`src/rtl/csync_decoder.sv`:
```
// -----------------------------------------------------------------------------
// csync_decoder
//
// Receive-side sync stripper for a composite-sync link. Each csync pulse is
// classified by its width as a glitch, a horizontal pulse or a broad
// (vertical) pulse. The block recovers pixel and line position from these
// pulses, measures the line period and reports when the period is stable.
//
// Ports
//   clock     in   system clock, all logic on the rising edge
//   reset     in   synchronous active-high reset, clears all state
//   csync     in   composite sync, 1 = sync asserted
//   cblank    in   composite blank, 1 = blanked
//   hs_pulse  out  one-cycle strobe per qualified horizontal pulse
//   vs_pulse  out  one-cycle strobe per qualified broad pulse
//   pix_x     out  clocks since the last hs_pulse (saturating)
//   line_y    out  horizontal pulses since the last vs_pulse (saturating)
//   line_len  out  last measured line period in clocks
//   locked    out  line period stable
//   active    out  locked and not blanked
// -----------------------------------------------------------------------------
module csync_decoder #(
    parameter int CNT_W      = 10,
    parameter int HSYNC_MIN  = 4,
    parameter int VSYNC_MIN  = 32,
    parameter int LOCK_LINES = 4
) (
    input  logic             clock,
    input  logic             reset,
    input  logic             csync,
    input  logic             cblank,
    output logic             hs_pulse,
    output logic             vs_pulse,
    output logic [CNT_W-1:0] pix_x,
    output logic [CNT_W-1:0] line_y,
    output logic [CNT_W-1:0] line_len,
    output logic             locked,
    output logic             active
);

    localparam logic [CNT_W-1:0] CNT_MAX = '1;
    localparam logic [CNT_W-1:0] H_MIN   = CNT_W'(HSYNC_MIN);
    localparam logic [CNT_W-1:0] V_MIN   = CNT_W'(VSYNC_MIN);
    localparam logic [3:0]       LOCK_N  = 4'(LOCK_LINES);

    typedef enum logic [1:0] {
        ST_SEARCH  = 2'd0,
        ST_MEASURE = 2'd1,
        ST_LOCKED  = 2'd2
    } state_t;

    // Input capture and pulse width measurement
    logic             csync_q, csync_qq, cblank_q;
    logic [CNT_W-1:0] width_q, width_d;
    logic             h_evt_q, v_evt_q;
    logic             fall, is_h, is_v;

    // Position tracking
    logic             hs_q, vs_q, active_q;
    logic [CNT_W-1:0] pix_q, pix_d;
    logic [CNT_W-1:0] line_y_q, line_y_d;
    logic [CNT_W-1:0] period_q;

    // Lock tracking
    state_t           state_q;
    logic [3:0]       match_q;
    logic [CNT_W-1:0] line_len_q;
    logic             locked_q;
    logic             skip_q;

    // NOTE: every signal written in an always_comb gets a default at the top of
    // the block, so no path leaves it unassigned and no latch is inferred.
    always_comb begin
        fall     = 1'b0;
        is_h     = 1'b0;
        is_v     = 1'b0;
        width_d  = '0;
        pix_d    = pix_q;
        line_y_d = line_y_q;

        // Width is only meaningful while the registered sync is high; it still
        // holds the full pulse width in the cycle the falling edge is seen.
        if (csync_q) begin
            width_d = (width_q == CNT_MAX) ? width_q : width_q + 1'b1;
        end

        fall = csync_qq & ~csync_q;
        is_v = fall && (width_q >= V_MIN);
        is_h = fall && (width_q >= H_MIN) && (width_q < V_MIN);

        if (h_evt_q) begin
            pix_d = '0;
        end else if (pix_q != CNT_MAX) begin
            pix_d = pix_q + 1'b1;
        end

        if (v_evt_q) begin
            line_y_d = '0;
        end else if (h_evt_q && (line_y_q != CNT_MAX)) begin
            line_y_d = line_y_q + 1'b1;
        end
    end

    // Stage 1: input registers, width counter and pulse classification.
    // NOTE: clocked state is always updated with non-blocking assignments so
    // every register samples the pre-edge values of the others.
    always_ff @(posedge clock) begin
        if (reset) begin
            csync_q  <= 1'b0;
            csync_qq <= 1'b0;
            cblank_q <= 1'b0;
            width_q  <= '0;
            h_evt_q  <= 1'b0;
            v_evt_q  <= 1'b0;
        end else begin
            csync_q  <= csync;
            csync_qq <= csync_q;
            cblank_q <= cblank;
            width_q  <= width_d;
            h_evt_q  <= is_h;
            v_evt_q  <= is_v;
        end
    end

    // Stage 2: strobes, position counters and the captured line period.
    // period_q holds clocks since the previous strobe for the lock FSM, which
    // acts one cycle later, after pix_x has already restarted at zero.
    always_ff @(posedge clock) begin
        if (reset) begin
            hs_q     <= 1'b0;
            vs_q     <= 1'b0;
            pix_q    <= '0;
            line_y_q <= '0;
            period_q <= '0;
            active_q <= 1'b0;
        end else begin
            hs_q     <= h_evt_q;
            vs_q     <= v_evt_q;
            pix_q    <= pix_d;
            line_y_q <= line_y_d;
            if (h_evt_q) begin
                period_q <= pix_q + 1'b1;
            end
            active_q <= locked_q & ~cblank_q;
        end
    end

    // Stage 3: lock FSM with registered locked flag and line period.
    always_ff @(posedge clock) begin
        if (reset) begin
            state_q    <= ST_SEARCH;
            match_q    <= '0;
            line_len_q <= '0;
            locked_q   <= 1'b0;
            skip_q     <= 1'b0;
        end else begin
            if (hs_q) begin
                case (state_q)
                    ST_SEARCH: begin
                        state_q <= ST_MEASURE;
                        match_q <= '0;
                        skip_q  <= 1'b0;
                    end
                    ST_MEASURE: begin
                        if (skip_q) begin
                            skip_q <= 1'b0;
                        end else if (period_q == line_len_q) begin
                            match_q <= match_q + 4'd1;
                            if (match_q + 4'd1 == LOCK_N) begin
                                state_q  <= ST_LOCKED;
                                locked_q <= 1'b1;
                            end
                        end else begin
                            line_len_q <= period_q;
                            match_q    <= '0;
                        end
                    end
                    ST_LOCKED: begin
                        if (skip_q) begin
                            skip_q <= 1'b0;
                        end else if (period_q != line_len_q) begin
                            line_len_q <= period_q;
                            match_q    <= '0;
                            state_q    <= ST_MEASURE;
                            locked_q   <= 1'b0;
                        end
                    end
                    default: begin
                        state_q  <= ST_SEARCH;
                        match_q  <= '0;
                        locked_q <= 1'b0;
                    end
                endcase
            end else if ((pix_q == CNT_MAX) && !h_evt_q) begin
                // No horizontal pulse for a whole counter span: signal lost.
                // A pulse already in flight takes priority over saturation.
                state_q  <= ST_SEARCH;
                match_q  <= '0;
                locked_q <= 1'b0;
            end

            // A broad pulse makes the next horizontal pulse restart the
            // period measurement without comparing it.
            if (vs_q) begin
                skip_q <= 1'b1;
            end
        end
    end

    assign hs_pulse = hs_q;
    assign vs_pulse = vs_q;
    assign pix_x    = pix_q;
    assign line_y   = line_y_q;
    assign line_len = line_len_q;
    assign locked   = locked_q;
    assign active   = active_q;

endmodule

```
`config.mk`:
```
export PLATFORM = sky130hd
export DESIGN_NAME = csync_decoder
export DESIGN_NICKNAME = d
export VERILOG_FILES = /design/src/rtl/csync_decoder.sv
export SDC_FILE = /design/constraint.sdc
export NUM_CORES = 1
export LEC_CHECK = 0
export CAP_MARGIN = 10
export CORE_ASPECT_RATIO = 0.9
export CORE_UTILIZATION = 27
export CTS_CLUSTER_DIAMETER = 50
export DETAILED_ROUTE_END_ITERATION = 12
export DONT_BUFFER_PORTS = 1
export PLACE_DENSITY = 0.45
export RECOVER_POWER = 50
export SETUP_SLACK_MARGIN = 0.1
export SLEW_MARGIN = 20
export SYNTH_ARGS = -nofsm -noshare
export SYNTH_HDL_FRONTEND = slang
export SYNTH_SLANG_ARGS = --single-unit
export TNS_END_PERCENT = 5
```
`constraint.sdc`:
```
create_clock -name clock -period 4.4 [get_ports clock]
set_clock_uncertainty 0.1 [all_clocks]
set_input_delay 0.44 -clock clock [delete_from_list [all_inputs] [get_ports clock]]
set_output_delay 0.44 -clock clock [all_outputs]
set_load 0.02 [all_outputs]
```
After elaboration in Yosys (flattened, before gate mapping)
Index checks and enable logic that the tools add are counted.

storage, ports and cells
  bits in latches = 0
  output and inout bits = 34
  memory bits (writable) = 0
  register bits = 66
  memories kept = 0
  word-level logic and storage cells = 98
  ROM bits = 0

cells by class
  mux-type cells = 31
  magnitude comparators = 3
  equality and inequality tests = 19
  bitwise logic cells = 4
  div/mod/pow operators = 0
  shifts and indexed selects = 0
  multipliers = 0
  add/subtract/negate cells = 4
  reductions and logical operators = 20

operator list
  cell                                                   count
  2-to-1 mux 10 bit                                      4
  adder 10 x 1 -> 10 bit (second input constant)         3
  2-to-1 mux 4 bit                                       6
  equality test 10 bit (second input constant)           2
  != test 10 bit (second input constant)                 2
  case mux 10 bit (2 select lines)                       1
  != test 3 bit (second input constant)                  5
  2-to-1 mux 2 bit                                       7
  AND reduction 6 bit                                    2
  equality test 10 bit                                   1
  >= comparator 10 x 3 -> 1 bit (second input constant)  1
  >= comparator 10 x 6 -> 1 bit (second input constant)  1
  < comparator 10 x 6 -> 1 bit (second input constant)   1
  2-to-1 mux 1 bit                                       10
  != test 10 bit                                         1
  != test 2 bit (second input constant)                  5
  case mux 4 bit (2 select lines)                        1
  nonzero test 2 bit                                     4
  AND reduction 7 bit                                    1
  case mux 2 bit (3 select lines)                        1
  OR reduction 2 bit                                     3
  logical AND 1 bit                                      5
  adder 4 x 1 -> 4 bit (second input constant)           1
  equality test 4 x 3 -> 1 bit (second input constant)   1
  other kinds (10)                                       12

Longest topological paths before layout
  depth in word-level cells = 7
  gate-level depth with buffers = 7

Worst setup path before layout
OpenSTA, ideal clock, no wires.

  path kind = flip-flop to flip-flop
  start = register pix_q[0] (netlist: pix_x[0])
  end = register locked_q (netlist: locked)
  arrival time = 2.025 ns
  stages on the path, launching flop included = 8
  setup slack = 2.172 ns
  cells stage by stage = dfxtp_1 ha_1 nand2_1 or3_1 buf_6 o31ai_4 o221ai_2 a2111oi_2

between the ends
  longest elaborated chain between the ends = 4

RTL lines
  element                               line  RTL
  start: declaration                    60    logic [CNT_W-1:0] pix_q, pix_d;
  start signal: assignment              139   pix_q <= pix_d;
  equality test 10 bit                  194   end else if ((pix_q == CNT_MAX) && !h_evt_q) begin
  logical AND 1 bit                     194
  nonzero test 2 bit (no source line)   n/a
  AND reduction 7 bit (no source line)  n/a
  end signal: assignment                185   locked_q <= 1'b0;
  end signal: assignment                191   locked_q <= 1'b0;
  end signal: assignment                199   locked_q <= 1'b0;
  end: declaration                      68    logic locked_q;

Every way passes these cells.
A chain may end at the register's enable or synchronous reset.

Worst setup path in the final report
Same ends and word-level chain as after synthesis.

==> impl_metrics.json <==
{
  "status": "finished, final reports clean",
  "maxCapViolCount": 0,
  "pwr-share-seq_pct": 49.4,
  "reg2regPathDepth": 6,
  "fin_nets": 351,
  "viasPerCell": 4.666,
  "rr_startpoint": "pix_x[0]",
  "n_antenna_cell": 0,
  "fin_setup_tns_ns": 0,
  "synth.distinct_cells": 51,
  "root_buffer": "clkbuf_16",
  "max_freq_mhz": 395.8,
  "design.portCount": 38,
  "seq_area_frac_synth_pct": 42.79,
  "num_rows": 36,
  "hpwl_um": 4628,
  "placed_cells": 478,
  "routedWlPerCell_um": 13.27,
  "crit_path_end_kind": "register",
  "clk_pin_slew_worst_paths_ns": 0.05,
  "dpl_cell_area_um2": 3221,
  "max-vdd-ir-drop_mv": 0.1640,
  "synth_edf_count": 0,
  "finalNonFillerCells": 491,
  "place_ws_ns": 1.861,
  "port-buffer-count": 0,
  "setup_viol": 0,
  "syn_to_final_growth_pct": 12.32,
  "vias": 2291,
  "finalInstanceArea_um2": 3468,
  "hold_path_class": "in -> reg",
  "hold_ws_ns": 0.08086,
  "post_route_cells_drive_above_1_share_pct": 7.080,
  "timing.rr.end": "locked",
  "worstPathRequired_ns": 4.52,
  "synth.most_common_cell": "dfxtp_1",
  "cts.sinks": 66,
  "drcViolationCount": 0,
  "worst_pin_slew_ns": 0.9135,
  "die_width_um": 114.7,
  "antenna_found_initial": 0,
  "die_h_um": 103.5,
  "grt_pass1_wl_um": 10800,
  "startpoint_type": "register",
  "hold_viol": 0,
  "syn_inst": 339,
  "cts-resized-gates": 0,
  "wirelength_um": 6516,
  "h-tree-depth": 3,
  "crit_chain": "ha_1, nand2_1, or3_1, o31ai_4, o221ai_2, a2111oi_2",
  "drtAntennaViolNets": 0,
  "synth.top_cell.area_share_pct": 42.79,
  "switching_share_pct": 20.57,
  "clk_path_buf_depth": 2,
  "dieArea_um2": 11870,
  "cts_tree": "yes",
  "drtPass1Iterations": 4,
  "multi_input_area_um2": 1655,
  "p_leak_nw": 1.144,
  "fill_cells": 1175,
  "ys_async_sr_fraction_pct": 0,
  "regArea_um2": 1321,
  "path_delay_family": "compound AO/OA/AOI/OAI gates",
  "worstPathArrival_ns": 2.65,
  "synthTopCellsByArea": "dfxtp_1 (43%), xnor2_1 (6.8%), nor2_1 (5.2%), mux2i_1 (4.9%), nand2b_1 (4.3%)",
  "syn_avg_cell_area_um2": 9.109,
  "min_to": "csync_q",
  "power.density_nw_per_um2": 356.5,
  "core_area_um2": 10990,
  "yosys_most_used_dff": "dfxtp_1",
  "slowest_delay_ns": 0.58,
  "grt_pass1_vias": 2056,
  "grt_setup_unrepaired": "no",
  "fin_crit_ns": 2.527,
  "yosys_warnings": 0,
  "combPwrFrac_pct": 1.5,
  "min-delay-start": "reset",
  "reg2reg_slack_ns": 1.87,
  "cp_max_fo": 10,
  "synth-seq-cells": 66,
  "power_switching_uw": 254.4,
  "place_congestion": 0.7648,
  "power.internal_uw": 982.2,
  "path_class": "reg -> reg",
  "maxSlewHeadroom_pct": 39.02,
  "grtUsageTotal_pct": 12.01,
  "cts_buffers": 9,
  "grt_max_degree": 52,
  "hold_path_depth": 1,
  "p_clk_share_pct": 49.1,
  "fin_crit_sh_pct": 57.42,
  "yosysTopAreaCell": "dfxtp_1",
  "gr-total-overflow": 0,
  "crit_path_top_delay_cell": "or3_1",
  "final.setup.worst_slack_ns": 1.873,
  "clock_latency_ns": 0.32,
  "syn-num-nets": 353,
  "crit_buf_inv": 0,
  "netlist_top_cells_count": "dfxtp_1 (66), nor2_1 (43), xnor2_1 (24)",
  "syn_area_um2": 3088,
  "postCtsSetupBuffers": 0,
  "drt_iter0_markers": 89,
  "start_util_pct": 28.10,
  "drv_slew": 0,
  "cts.hold.buffers_added": 0
}
[cells in the final DEF, fill, tap and decap left out, types with 2 or more instances in the layout]
cell type and instances:
a211oi_1 10, a21oi_1 14, a31oi_1 2, and3_1 2, and3_2 2, clkbuf_1 3, clkbuf_16 9, dfxtp_1 66
ha_1 10, inv_1 16, mux2i_1 15, nand2_1 13, nand2b_1 21, nand3_1 11, nand4_1 5, nor2_1 43
nor2b_1 5, nor3_1 10, nor4_1 5, o211ai_1 2, o21ai_0 8, o31ai_1 2, o32ai_1 2, or2_2 3
or3_1 5, xnor2_1 24, xor2_1 8
[cell type report]
type / count / area share, %
clock buffer: 12 / 6.818
clock inverter: 1 / 0.1443
inverter: 16 / 1.732
multi-input combinational: 244 / 47.73
sequential: 66 / 38.10
tap: 152 / 5.483
[through the flow]
stage                     util [%]  power [mW]
after floorplan                  -      0.6413
after global placement       29.30      0.6413
after detailed placement     29.30      0.6416
after CTS                    31.50       1.256
after global routing         31.56       1.288
final                        31.56       1.237
[cell families after synthesis]
family	after synthesis	synth area share, %
muxes	16	5.227
DFF	66	42.79
xor gates and xnor gates	32	9.076
adders and majority gates	10	4.052
buffers and inverters	29	3.971
AOI/OAI and AO/OA	52	12.24
and+or+nand+nor	134	22.65
[routing by layer]
metal / routed length (um) / track usage (%)
met5: 0 / 0
met4: 125 / 5.994
met2: 2757 / 17.06
met1: 3188 / 16.07
met3: 444 / 4.254
[power by group through the flow]
stage | logic [mW] | clock network [mW] | registers, mW
finish | 0.0187 | 0.608 | 0.610
global route | 0.0209 | 0.657 | 0.610
CTS | 0.0191 | 0.627 | 0.610
detailed placement | 0.0191 | 0 | 0.623
global placement | 0.0190 | 0 | 0.622
floorplan | 0.0198 | 0 | 0.621
[sequential cells by signal, indices dropped and copies added (netlist names), 2 cells and up]
signal    cells
width_q      10
period_q     10
line_y       10
line_len     10
state_q       2
match_q       4
pix_x        10
[worst reg2reg max path, delay by kind of cell, from the launching register on]
| kind | cells | cell delay (ns) |
|---|---|---|
| compound gates | 3 | 0.85 |
| simple gates | 2 | 0.66 |
| flops | 1 | 0.55 |
| fa+ha+maj | 1 | 0.28 |
[worst max-delay path by stage]
stage / start / end / slack, ns / cells past startpoint
6_report: pix_x[0] / locked / 1.87 / 6
5_1_grt: pix_x[0] / locked / 1.65 / 6
4_1_cts: pix_x[0] / locked / 1.84 / 6
3_5_place_dp: pix_x[0] / locked / 1.86 / 6
3_3_place_gp: pix_x[0] / locked / 1.94 / 6
2_1_floorplan: pix_x[0] / locked / 2.17 / 7
No activity file was read; power rests on OpenSTA's default activity.
